--- src/rtl/bimodal_predictor.sv ---
// -----------------------------------------------------------------------------
// bimodal_predictor
//   Branch direction predictor placed after the SPI receiver. Each accepted
//   request looks up a 2-bit saturating counter chosen by gshare indexing
//   (low address bits XOR global history), reports the predicted direction,
//   then trains the counter with the real outcome and keeps hit statistics.
//
// Ports
//   clk                     in   system clock, posedge
//   rst                     in   asynchronous, active-high reset
//   data_input_done         in   1-cycle pulse: inst_addr / truth are valid
//   inst_addr               in   branch instruction address
//   direction_ground_truth  in   actual branch outcome (1 = taken)
//   prediction              out  predicted direction, held until next lookup
//   prediction_valid        out  1-cycle pulse when prediction is refreshed
//   mispredict              out  prediction != truth, held with prediction
//   busy                    out  a request is in flight
//   dropped                 out  sticky: a request arrived while busy
//   correct_count           out  number of correct predictions (saturating)
//   total_count             out  number of predictions made (saturating)
// -----------------------------------------------------------------------------
module bimodal_predictor #(
    parameter int NUM_BITS_OF_INST_ADDR_LATCHED_IN = 16,
    parameter int INDEX_BITS                       = 4,
    parameter int GHR_BITS                         = 4,
    parameter int STAT_BITS                        = 8
) (
    input  logic                                        clk,
    input  logic                                        rst,
    input  logic                                        data_input_done,
    input  logic [NUM_BITS_OF_INST_ADDR_LATCHED_IN-1:0] inst_addr,
    input  logic                                        direction_ground_truth,
    output logic                                        prediction,
    output logic                                        prediction_valid,
    output logic                                        mispredict,
    output logic                                        busy,
    output logic                                        dropped,
    output logic [STAT_BITS-1:0]                        correct_count,
    output logic [STAT_BITS-1:0]                        total_count
);

    localparam int ENTRIES = 1 << INDEX_BITS;
    // History register keeps at least one bit so the pure-bimodal build
    // still has a legal declaration; it is held at zero in that case.
    localparam int GW      = (GHR_BITS > 0) ? GHR_BITS : 1;

    typedef enum logic [1:0] {
        IDLE   = 2'd0,
        LOOKUP = 2'd1,
        UPDATE = 2'd2
    } state_t;

    state_t                 state_q, state_d;
    logic [1:0]             table_q [ENTRIES];
    logic [INDEX_BITS-1:0]  idx_q, idx_d;
    logic [INDEX_BITS-1:0]  ghr_ext;
    logic                   truth_q, truth_d;
    logic [GW-1:0]          ghr_q, ghr_d;
    logic                   pred_q, pred_d;
    logic                   mis_q, mis_d;
    logic                   valid_q, valid_d;
    logic                   dropped_q, dropped_d;
    logic [STAT_BITS-1:0]   correct_q, correct_d;
    logic [STAT_BITS-1:0]   total_q, total_d;
    logic                   upd_en;
    logic [1:0]             entry_rd, entry_new;

    // History folding and shifting depend on GHR_BITS.
    generate
        if (GHR_BITS == 0) begin : g_no_hist
            assign ghr_ext = '0;
            assign ghr_d   = '0;
        end else if (GHR_BITS == 1) begin : g_hist1
            assign ghr_ext = INDEX_BITS'(ghr_q);
            assign ghr_d   = truth_q;
        end else begin : g_histn
            assign ghr_ext = INDEX_BITS'(ghr_q);
            assign ghr_d   = {ghr_q[GHR_BITS-2:0], truth_q};
        end
    endgenerate

    // Upper address bits are deliberately ignored (aliasing is allowed).
    generate
        if (NUM_BITS_OF_INST_ADDR_LATCHED_IN > INDEX_BITS) begin : g_upper
            logic unused_upper_addr;
            assign unused_upper_addr = ^inst_addr[NUM_BITS_OF_INST_ADDR_LATCHED_IN-1:INDEX_BITS];
        end
    endgenerate

    assign entry_rd = table_q[idx_q];

    // Saturating 2-bit counter step toward the observed outcome.
    always_comb begin
        entry_new = entry_rd;
        if (truth_q && entry_rd != 2'b11) begin
            entry_new = entry_rd + 2'b01;
        end else if (!truth_q && entry_rd != 2'b00) begin
            entry_new = entry_rd - 2'b01;
        end
    end

    always_comb begin
        // NOTE: every variable gets a default first so no path infers a latch.
        state_d   = state_q;
        idx_d     = idx_q;
        truth_d   = truth_q;
        pred_d    = pred_q;
        mis_d     = mis_q;
        valid_d   = 1'b0;
        dropped_d = dropped_q;
        correct_d = correct_q;
        total_d   = total_q;
        upd_en    = 1'b0;

        case (state_q)
            IDLE: begin
                if (data_input_done) begin
                    idx_d   = inst_addr[INDEX_BITS-1:0] ^ ghr_ext;
                    truth_d = direction_ground_truth;
                    state_d = LOOKUP;
                end
            end
            LOOKUP: begin
                pred_d  = entry_rd[1];
                mis_d   = entry_rd[1] ^ truth_q;
                valid_d = 1'b1;
                state_d = UPDATE;
                if (data_input_done) dropped_d = 1'b1;
            end
            UPDATE: begin
                upd_en  = 1'b1;
                // Both counts freeze together once total saturates.
                if (total_q != '1) begin
                    total_d = total_q + STAT_BITS'(1);
                    if (!mis_q) correct_d = correct_q + STAT_BITS'(1);
                end
                state_d = IDLE;
                if (data_input_done) dropped_d = 1'b1;
            end
            default: begin
                state_d = IDLE;
            end
        endcase
    end

    // NOTE: sequential state uses non-blocking assignments only.
    always_ff @(posedge clk or posedge rst) begin
        if (rst) begin
            state_q   <= IDLE;
            idx_q     <= '0;
            truth_q   <= 1'b0;
            ghr_q     <= '0;
            pred_q    <= 1'b0;
            mis_q     <= 1'b0;
            valid_q   <= 1'b0;
            dropped_q <= 1'b0;
            correct_q <= '0;
            total_q   <= '0;
        end else begin
            state_q   <= state_d;
            idx_q     <= idx_d;
            truth_q   <= truth_d;
            pred_q    <= pred_d;
            mis_q     <= mis_d;
            valid_q   <= valid_d;
            dropped_q <= dropped_d;
            correct_q <= correct_d;
            total_q   <= total_d;
            if (upd_en) ghr_q <= ghr_d;
        end
    end

    // NOTE: the counter table is reset because every entry must start
    // weakly not-taken; this keeps it in flops rather than a RAM macro.
    always_ff @(posedge clk or posedge rst) begin
        if (rst) begin
            for (int i = 0; i < ENTRIES; i++) table_q[i] <= 2'b01;
        end else if (upd_en) begin
            table_q[idx_q] <= entry_new;
        end
    end

    assign prediction       = pred_q;
    assign prediction_valid = valid_q;
    assign mispredict       = mis_q;
    assign busy             = (state_q != IDLE);
    assign dropped          = dropped_q;
    assign correct_count    = correct_q;
    assign total_count      = total_q;

endmodule
--- config.mk ---
export PLATFORM = sky130hd
export DESIGN_NAME = bimodal_predictor
export DESIGN_NICKNAME = d
export VERILOG_FILES = /design/src/rtl/bimodal_predictor.sv
export SDC_FILE = /design/constraint.sdc
export NUM_CORES = 1
export LEC_CHECK = 0
export CORE_ASPECT_RATIO = 0.6
export CORE_MARGIN = 8
export CORE_UTILIZATION = 52
export DETAILED_ROUTE_END_ITERATION = 16
export MAX_ROUTING_LAYER = met4
export PLACE_DENSITY = 0.82
export SLEW_MARGIN = 20
export SYNTH_ARGS = -nofsm -noshare
export SYNTH_HDL_FRONTEND = slang
export SYNTH_SLANG_ARGS = --single-unit
export TNS_END_PERCENT = 50
--- constraint.sdc ---
create_clock -name clk -period 6.6 [get_ports clk]
set_input_delay 1.32 -clock clk [delete_from_list [all_inputs] [get_ports clk]]
set_output_delay 1.32 -clock clk [all_outputs]
set_load 0.01 [all_outputs]
**Word-level counts from Yosys, hierarchy flattened**

Index checks and enable logic that the tools add are counted.

- $add $sub $neg: 4
- $lt $le $gt $ge: 2
- Eq/ne operators: 5
- Muxes and demuxes: 12
- Bitwise operators: 4
- Reductions and logical operators: 12

Operator list:

| cell | number |
|---|---|
| $bwmux W32 | 1 |
| $add A8 B1 Y8 const B | 2 |
| $mux W2 | 6 |
| $bmux W2 S4 | 1 |
| $demux W2 S4 | 1 |
| $ne A8 B8 Y1 const B | 1 |
| $reduce_and A2 Y1 | 3 |
| $ge A5 B5 Y1 const B | 1 |
| $lt A5 B1 Y1 const B | 1 |
| $not A4 Y5 | 1 |
| $ne A2 B2 Y1 const B | 2 |
| $pmux W2 S2 | 1 |
| $reduce_bool A2 Y1 | 2 |
| $xor A4 B4 Y4 | 1 |
| $logic_and A1 B1 Y1 | 3 |
| $reduce_and A3 Y1 | 1 |
| $add A2 B1 Y2 const B | 1 |
| $eq A2 B1 Y1 const B | 1 |
| $eq A2 B2 Y1 const B | 1 |
| $logic_not A2 Y1 | 1 |
| $mux W1 | 2 |
| $reduce_or A2 Y1 | 1 |
| $sub A2 B1 Y2 const B | 1 |
| $logic_not A1 Y1 | 1 |
| 2 further kinds | 2 |

- Bits in registers: 63
- Bits of input ports: 20
- Output and inout port bits: 21
- Word-level logic and storage cells: 65

**Depth between registers and ports, before layout**

Gate-level depths: netlist of run 1.

- Depth in word-level cells: 9
- Mapped depth: 13
- Mapped depth without buffers: 10

**Worst setup path after synthesis of run 1**

No wires, ideal clock.

- Path type: register -> register
- Start: register idx_q[0]
- End: register table_q[1] (netlist name)
- Setup time: 64 ps
- Arrival time: 2,598 ps
- Required time: 6,536 ps
- Path slack: 3,938 ps
- Stages on the path, launching flop included: 13
- Buffers on the path: 2
- Period minus slack after synthesis: 2,662 ps
- Cell sequence: dfrtp_1 buf_6 mux4_1 mux2i_4 nand2_1 o21ai_1 inv_1 ha_1 nand2b_1 o31a_1 a31oi_1 buf_2 mux2_2

- Cells in the longest elaborated chain, start to end: 9
- Elaborated cells on any way between the ends: 18
- Those cells by class: add/sub (2); order compare (2); eq/ne (1); mux (8); bitwise (1); reduce/logical (4)

Ends and longest elaborated chain:

| what | line | text |
|---|---|---|
| start, declared | 55 | `logic [INDEX_BITS-1:0] idx_q, idx_d;` |
| start signal, assigned | 161 | `idx_q <= idx_d;` |
| $not A4 Y5 (implied by the code) (*) | 90, 179 |  |
| parallel branches: the longest is 7 deep, another holds $sub A2 B1 Y2 | n/a |  |
| $bwmux W32 (*) | 179 | `table_q[idx_q] <= entry_new;` |
| end signal, assigned by index | 179 |  |
| end, declared | 54 | `logic [1:0] table_q [ENTRIES];` |

Every way passes the cells marked *. The select of a mux whose other input is x is not followed.
A chain may end at the register's enable or synchronous reset.

**Worst setup path after layout of run 1**

- Start: register idx_q[0]
- End: register table_q[21] (netlist name)

Same word-level chain as after synthesis.

==> results of run 1 <==
cell usage after synthesis:
cell        n  area share (%)
mux2_2     43              15
buf_2       3            0.48
nand3b_1    3            0.72
nand3_1    11             1.8
nor2b_1     2            0.40
xor2_1      6             1.7
a21oi_1     5            0.80
a2bb2oi_1   2            0.56
o31a_1      1            0.28
mux4_2      1            0.72
nand2_1     8            0.96
a21o_1      1            0.24
dfrtp_1    47              38
nor3b_1     3            0.72
dfstp_2    16              13
or4_1       1            0.24
buf_6       1            0.36
inv_1       8            0.96
nand4_1     2            0.40
nand4b_1    2            0.56
buf_1       1            0.12
xnor2_1    13             3.6
o2111ai_1   1            0.28
and2_1      1            0.20
a31oi_1     1            0.20
mux2i_1     7             2.2
o21ai_1     2            0.32
nor2_1     26             3.1
clkbuf_1    2            0.24
buf_4       2            0.48
mux2i_4     2             1.4
a22oi_1     2            0.48
mux2_1      3             1.1
and2b_1     1            0.24
mux4_1      3             2.5
ha_1        8             3.2
nand2b_1    5             1.0
or3_1       3            0.60
and3_1      1            0.20
logic make-up (layout without fill, tap and decap cells):
kind of cell               after synthesis  after routing
DFF                                     63             63
buffers and inverters                   17             53
xor gates and xnor gates                19             19
and+or+nand+nor                         69             69
adders and majority gates                8              8
muxes                                   59             59
AOI/OAI and AO/OA                       15             15
layout make-up:
class	count	area [µm²]
sequential	63	1600
multi-input combinational	170	1450
inverter	8	30.0
clock inverter	6	108
timing repair buffer	29	288
clock buffer	10	138
fill	472	2250
tap	84	105
routing by layer:
metal,up-vias,global-route usage [%]
met4,0,5.66
met2,49,19.5
met3,11,4.67
met5,-,-
li1,945,-
met1,1002,21.6
worst min-delay path by stage:
| stage | from | to | slack (ps) | cells past startpoint |
|---|---|---|---|---|
| 2_1_floorplan | table_q[5] | table_q[5] | 470 | 1 |
| 3_3_place_gp | dropped | dropped | 440 | 1 |
| 3_5_place_dp | dropped | dropped | 450 | 1 |
| 4_1_cts | dropped | dropped | 470 | 1 |
| 5_1_grt | dropped | dropped | 490 | 1 |
| 6_report | dropped | dropped | 470 | 1 |
power groups by stage:
stage | sequential, mW | clock, mW | combinational [mW]
global route | 0.750 | 0.430 | 0.956
finish | 0.724 | 0.406 | 0.869
detailed placement | 0.728 | 0 | 0.866
floorplan | 0.664 | 0 | 0.661
global placement | 0.719 | 0 | 0.827
CTS | 0.723 | 0.415 | 0.871
worst max-delay path: cells and delay by family, from the launching register on:
| kind | cells | cell delay [ps] |
|---|---|---|
| multiplexers | 3 | 1240 |
| AO/OA/AOI/OAI | 2 | 830 |
| flip-flops | 1 | 670 |
| AND/OR/NAND/NOR | 2 | 280 |
| adder cells (fa/ha/maj) | 1 | 270 |
state kept, by name, indices dropped and copies added, names as in the netlist, 2 cells and up:
name,flops
correct_count,8
idx_q,4
ghr_ext,4
total_count,8
table_q,32
state_q,2
per-stage QoR:
step	instance area [µm²]	total power [mW]
after global placement	3470	1.55
after CTS	3720	2.01
final	3720	2.00
after global routing	3720	2.14
after floorplan	3130	1.32
after detailed placement	3470	1.59
placed cells by master (no fill, tap or decap), types with 2 or more instances in the layout:
| master | instances |
|---|---|
| a21oi_1 | 5 |
| a22oi_1 | 2 |
| a2bb2oi_1 | 2 |
| bufinv_16 | 3 |
| clkbuf_8 | 10 |
| clkdlybuf4s50_1 | 28 |
| clkinv_2 | 2 |
| dfrtp_1 | 47 |
| dfstp_2 | 16 |
| ha_1 | 8 |
| inv_1 | 7 |
| mux2_1 | 3 |
| mux2_2 | 43 |
| mux2i_1 | 7 |
| mux2i_4 | 2 |
| mux4_1 | 3 |
| nand2_1 | 8 |
| nand2b_1 | 5 |
| nand3_1 | 11 |
| nand3b_1 | 3 |
| nand4_1 | 2 |
| nand4b_1 | 2 |
| nor2_1 | 26 |
| nor2b_1 | 2 |
| nor3b_1 | 3 |
| o21ai_1 | 2 |
| or3_1 | 3 |
| xnor2_1 | 13 |
| xor2_1 | 6 |
==> summary.md, run 1 <==
| Metric | Value |
|---|---|
| R2r setup slk | `3250 ps` |
| CTS tree | `done` |
| Slew Viols, Final | `0` |
| Worst reg2reg path depth | `8` |
| Clock buffer count from CTS | `9` |
| Initial antenna violation count | `0` |
| Sw power | `758 µW` |
| CP Data Required Time | `6880 ps` |
| Crit-path max FO | `16` |
| Clock power frac | `20.3%` |
| Main combinational cell family by area after synthesis | `multiplexers` |
| Syn_area_per_cell | `12.5 µm²` |
| Vias in the first global route | `between 1500 and 2000` |
| Relative slew slack | `between 40% and 50%` |
| # setup viols final | `0` |
| Gpl congestion | `0.855` |
| Starting density of the core | `52.3%` |
| Cts hold-fix bufs | `0` |
| Synth Area in Adders | `3.20%` |
| Final Skew | `6.73 ps` |
| Clock slew at the register clock pins of the worst setup and hold paths | `70 ps` |
| Crit path arrival time | `3630 ps` |
| Worst setup margin | `3250 ps` |
| Post-layout util | `62.3%` |
| Seq/Total Area, Yosys | `51.1%` |
| CP endpoint | `table_q[21]` |
| WL/cell | `16.1 µm` |
| Die X | `116 µm` |
| Lkg Pwr | `1.60 nW` |
| Combinational power share | `between 40% and 50%` |
| Met1 WL | `3020 µm` |
| Flops & latches, synth | `63` |
| Pre-CTS WS | `around 3300 ps` |
| HPWL after DPL | `4320 µm` |
| Cell Int Power | `1.24 mW` |
| Run status | `finished, final reports clean` |
| Die Y | `between 70 and 80 µm` |
| Inst Count DP | `354` |
| Routed Antenna Nets | `0` |
| Worst setup EP type | `register` |
| Max layer used | `met4` |
| Critical path, cell by cell | `mux4_1, mux2_2, o21ai_1, ha_1, nor2_1, nand4b_1, a31oi_2, mux2_2` |
| Ant diodes | `0` |
| Crit path top cell by count | `mux2_2` |
| Insertion delay to the later sink of the worst-skew pair | `between 300 and 400 ps` |
| Pwr dens | `around 540 nW/µm²` |
| Max VDD drop | `0.271 mV` |
| Finished Layout Cells | `370` |
| Synth-to-Final Area Change | `18.9%` |
| Post-CTS Setup Repair Bufs | `0` |
| FF-to-FF Start | `idx_q[0]` |
| Crit path from | `idx_q[0]` |
| XOR/XNOR Fraction of Synth Area | `5.32%` |
| Max-cap violations | `0` |
| Simple-Gate Fraction of Synth Area | `11.1%` |
| Pin count of the biggest net entering global routing | `between 60 and 70` |
| DRT Wirelength | `5950 µm` |
| Ratio of final minimum period to clock period | `between 50% and 60%` |
| Core area | `5970 µm²` |
| Yosys cell types | `39` |
| Worst slew pin tran | `~770 ps` |
| Drt drc | `0` |
| TNS Setup | `0 ps` |
| Detailed Routing Iterations Pass 1 | `4` |
| Switch share | `37.9%` |
| Hold_ws | `469 ps` |
| # rows | `22` |
| Clock tree buffer depth | `2` |
| Port-buffer cells | `28` |
| Worst hold path type | `register to register` |
| Post_cts resized | `0` |
| Synth Area in Compound Gates | `around 3.2%` |
| Reg-to-Reg End | `table_q[21]` |
| Mux contribution to synthesized area | `23.5%` |
| Vias per cell | `5.42` |
| Top Ports | `41` |
| Yosys warns | `0` |
| Tot GR Track Use | `15.2%` |
| TritonCTS Sinks | `between 60 and 70` |
| Fraction of layout cells with a size suffix above 1 | `28.3%` |
| Final nets | `~310` |
| WS Path Type | `register to register` |
| Cell area after synthesis | `3130 µm²` |
| Routed wl met2 | `2490 µm` |
| Global-route wire length before repair | `slightly above 10000 µm` |
| H-Tree Level Count | `3` |
| Met3 wire len | `~350 µm` |
| Setup crit start kind | `register` |
| GR Overflow Total | `0` |
| CP max-delay cell | `dfrtp_1` |
| Flop pwr share | `~36%` |
| Syn_nets | `roughly 280` |
| RSZ-0062 raised after global routing | `no` |
| Final-report hold violation count | `0` |
| Die area | `8830 µm²` |
| Post-Syn Instances | `between 200 and 300` |
| Max Fclk | `between 200 and 300 MHz` |
| Clock root cell | `clkbuf_8` |
| Iter 0 DRT Violations | `between 100 and 150` |
| Vias | `~2000` |
| CP peak stage delay | `between 600 and 700 ps` |
| Tmin final | `3350 ps` |
No activity file was read; power rests on OpenSTA's default activity.
==> inputs of run 2 (changes only) <==
Settings changed: CORE_UTILIZATION 52 to 50.
Clock period 6.6 ns to 3 ns, I/O delays scaled along.
==> run 2 against run 1 <==
  * Global-route usage is 0.61 points higher
  * Highest routed layer unchanged
  * Critical path depth is 1 higher
  * Combinational power grew to 2.5 times the previous value
  * Setup slack lost 3100 ps
  * Utilization down 0.57 points
  * First-iteration DRC count up 53%
  * Largest cell class unchanged
==> summary.md, run 2 (synthesized netlist as in run 1, its figures left out) <==
| Metric | Value |
|---|---|
| Crit-path max FO | `14` |
| Clock power frac | `17.1%` |
| Starting density of the core | `51.4%` |
| # setup viols final | `0` |
| Clock tree buffer depth | `2` |
| Pin count of the biggest net entering global routing | `25` |
| Vias | `2072` |
| Hold_sp | `dropped` |
| Port-buffer cells | `28` |
| Most flops, register | `table_q` |
| Final nets | `317` |
| Worst setup margin | `159 ps` |
| Max-cap violations | `0` |
| Insertion delay to the later sink of the worst-skew pair | `340 ps` |
| Worst setup EP type | `register` |
| Final-report hold violation count | `0` |
| Die Y | `77.3 µm` |
| R2r setup slk | `160 ps` |
| Cell Area, Placed | `3540 µm²` |
| Die area | `9120 µm²` |
| TritonCTS Sinks | `63` |
| Tot GR Track Use | `15.8%` |
| Final Skew | `8.24 ps` |
| Vias in the first global route | `2123` |
| CTS tree | `done` |
| HPWL after DPL | `between 4000 and 5000 µm` |
| Clock buffer count from CTS | `9` |
| Hold_ws | `approximately 470 ps` |
| Fraction of layout cells with a size suffix above 1 | `30.3%` |
| Flop pwr share | `34.5%` |
| Initial antenna violation count | `0` |
| Vias per cell | `5.48` |
| Cell Int Power | `around 2.8 mW` |
| Top Ports | `41` |
| Run status | `finished, final reports clean` |
| Cts hold-fix bufs | `0` |
| Clock slew at the register clock pins of the worst setup and hold paths | `70 ps` |
| Die X | `118 µm` |
| Worst hold path type | `register to register` |
| Most frequent cells in the layout | `dfrtp_1, mux2_2, clkdlybuf4s50_1` |
| Fin area | `3750 µm²` |
| Sw power | `1.74 mW` |
| Global-route wire length before repair | `between 10000 and 15000 µm` |
| Slew Viols, Final | `0` |
| Reg-to-Reg End | `table_q[19]` |
| Routed Antenna Nets | `0` |
| FF-to-FF Start | `idx_q[0]` |
| Max Fclk | `352 MHz` |
| Core area | `slightly above 6000 µm²` |
| Multi-input logic area | `between 1000 and 1500 µm²` |
| Hold EP | `dropped` |
| Clock root cell | `clkbuf_8` |
| Inst Count DP | `362` |
| # rows | `22` |
| Worst slew pin tran | `a little over 700 ps` |
| Ratio of final minimum period to clock period | `between 90% and 100%` |
| DRT Wirelength | `6470 µm` |
| Max VDD drop | `between 0.6 and 0.7 mV` |
| Crit path arrival time | `roughly 3100 ps` |
| RSZ-0062 raised after global routing | `no` |
| Pwr dens | `1220 nW/µm²` |
| Commonest non-fill, non-tap cell in the layout | `dfrtp_1` |
| Register area | `around 1600 µm²` |
| Pre-CTS WS | `approximately 0.3 ps` |
| WS Path Type | `register to register` |
| H-Tree Level Count | `3` |
| Hold Path Depth | `1` |
| Relative slew slack | `51.4%` |
| Synth-to-Final Area Change | `20.0%` |
| Ant diodes | `0` |
| GR Overflow Total | `0` |
| Lkg Pwr | `1.63 nW` |
| Worst reg2reg path depth | `9` |
| Post-layout util | `61.7%` |
| Detailed Routing Iterations Pass 1 | `4` |
| Total chip power | `about 4.6 mW` |
| WL/cell | `about 17 µm` |
| Max reg flops | `32` |
| Iter 0 DRT Violations | `178` |
| CP Data Required Time | `roughly 3300 ps` |
| Switch share | `38.0%` |
| Combinational power share | `48.4%` |
| Gpl congestion | `0.833` |
| Drt drc | `0` |
| TNS Setup | `0 ps` |
| Tmin final | `2840 ps` |
| Setup crit start kind | `register` |
| Filler instances | `471` |
| Finished Layout Cells | `378` |
[run 2: cell count changes in the layout (fill, tap and decap cells not counted)]
cell,previous run,this run
a31oi_1,0,1
a31oi_2,1,0
buf_12,0,1
buf_4,1,8
bufinv_16,3,2
clkbuf_8,10,9
clkinv_2,2,4
dfrtp_1,47,46
dfrtp_2,0,1
[run 2: cell type report]
class | count | area share (%)
Clock buffer | 9 | 3.30
Clock inverter | 7 | 2.33
Inverter | 8 | 0.800
Multi-Input combinational cell | 170 | 38.6
Sequential cell | 63 | 42.6
Tap cell | 84 | 2.80
Timing Repair Buffer | 37 | 9.60
[run 2: how the worst max path moves through the flow]
| stage | slack, ps | endpoint | startpoint |
|---|---|---|---|
| final | 160 | table_q[19] | idx_q[0] |
| after floorplan | 340 | table_q[1] | idx_q[0] |
| after global routing | 40 | table_q[19] | idx_q[0] |
| after CTS | 160 | table_q[19] | idx_q[0] |
| after detailed placement | 0.3 | table_q[19] | idx_q[0] |
| after global placement | 110 | table_q[21] | idx_q[0] |
[run 2: timing repair]
item,in CTS,in global routing
resized for setup,1,0
setup buffers,0,0
setup endpoints to repair,1,0
[run 2: power by group through the flow]
stage	Sequential [mW]	Clock [mW]	Combinational, mW
final	1.58	0.781	2.21
after global routing	1.63	0.849	2.39
after CTS	1.58	0.804	2.20
after detailed placement	1.58	0	2.19
after global placement	1.56	0	2.12
after floorplan	1.46	0	1.45
[run 2: critical path: stages, from the launching register on]
cell and delay (ps):
dfrtp_2 540, mux4_1 610, mux2_2 300, o21ai_1 160, ha_1 250, nor2_1 80
nand4b_1 200, a31oi_1 250, buf_4 210, mux2_2 170
[run 2: metal layers]
layer  up-vias  routed length, µm  track usage, %
met5         -                  0               -
met4         0                120            6.73
met3        12                275            4.90
met2        47               2730            21.2
met1      1060               3350            21.3
li1        953                  -               -
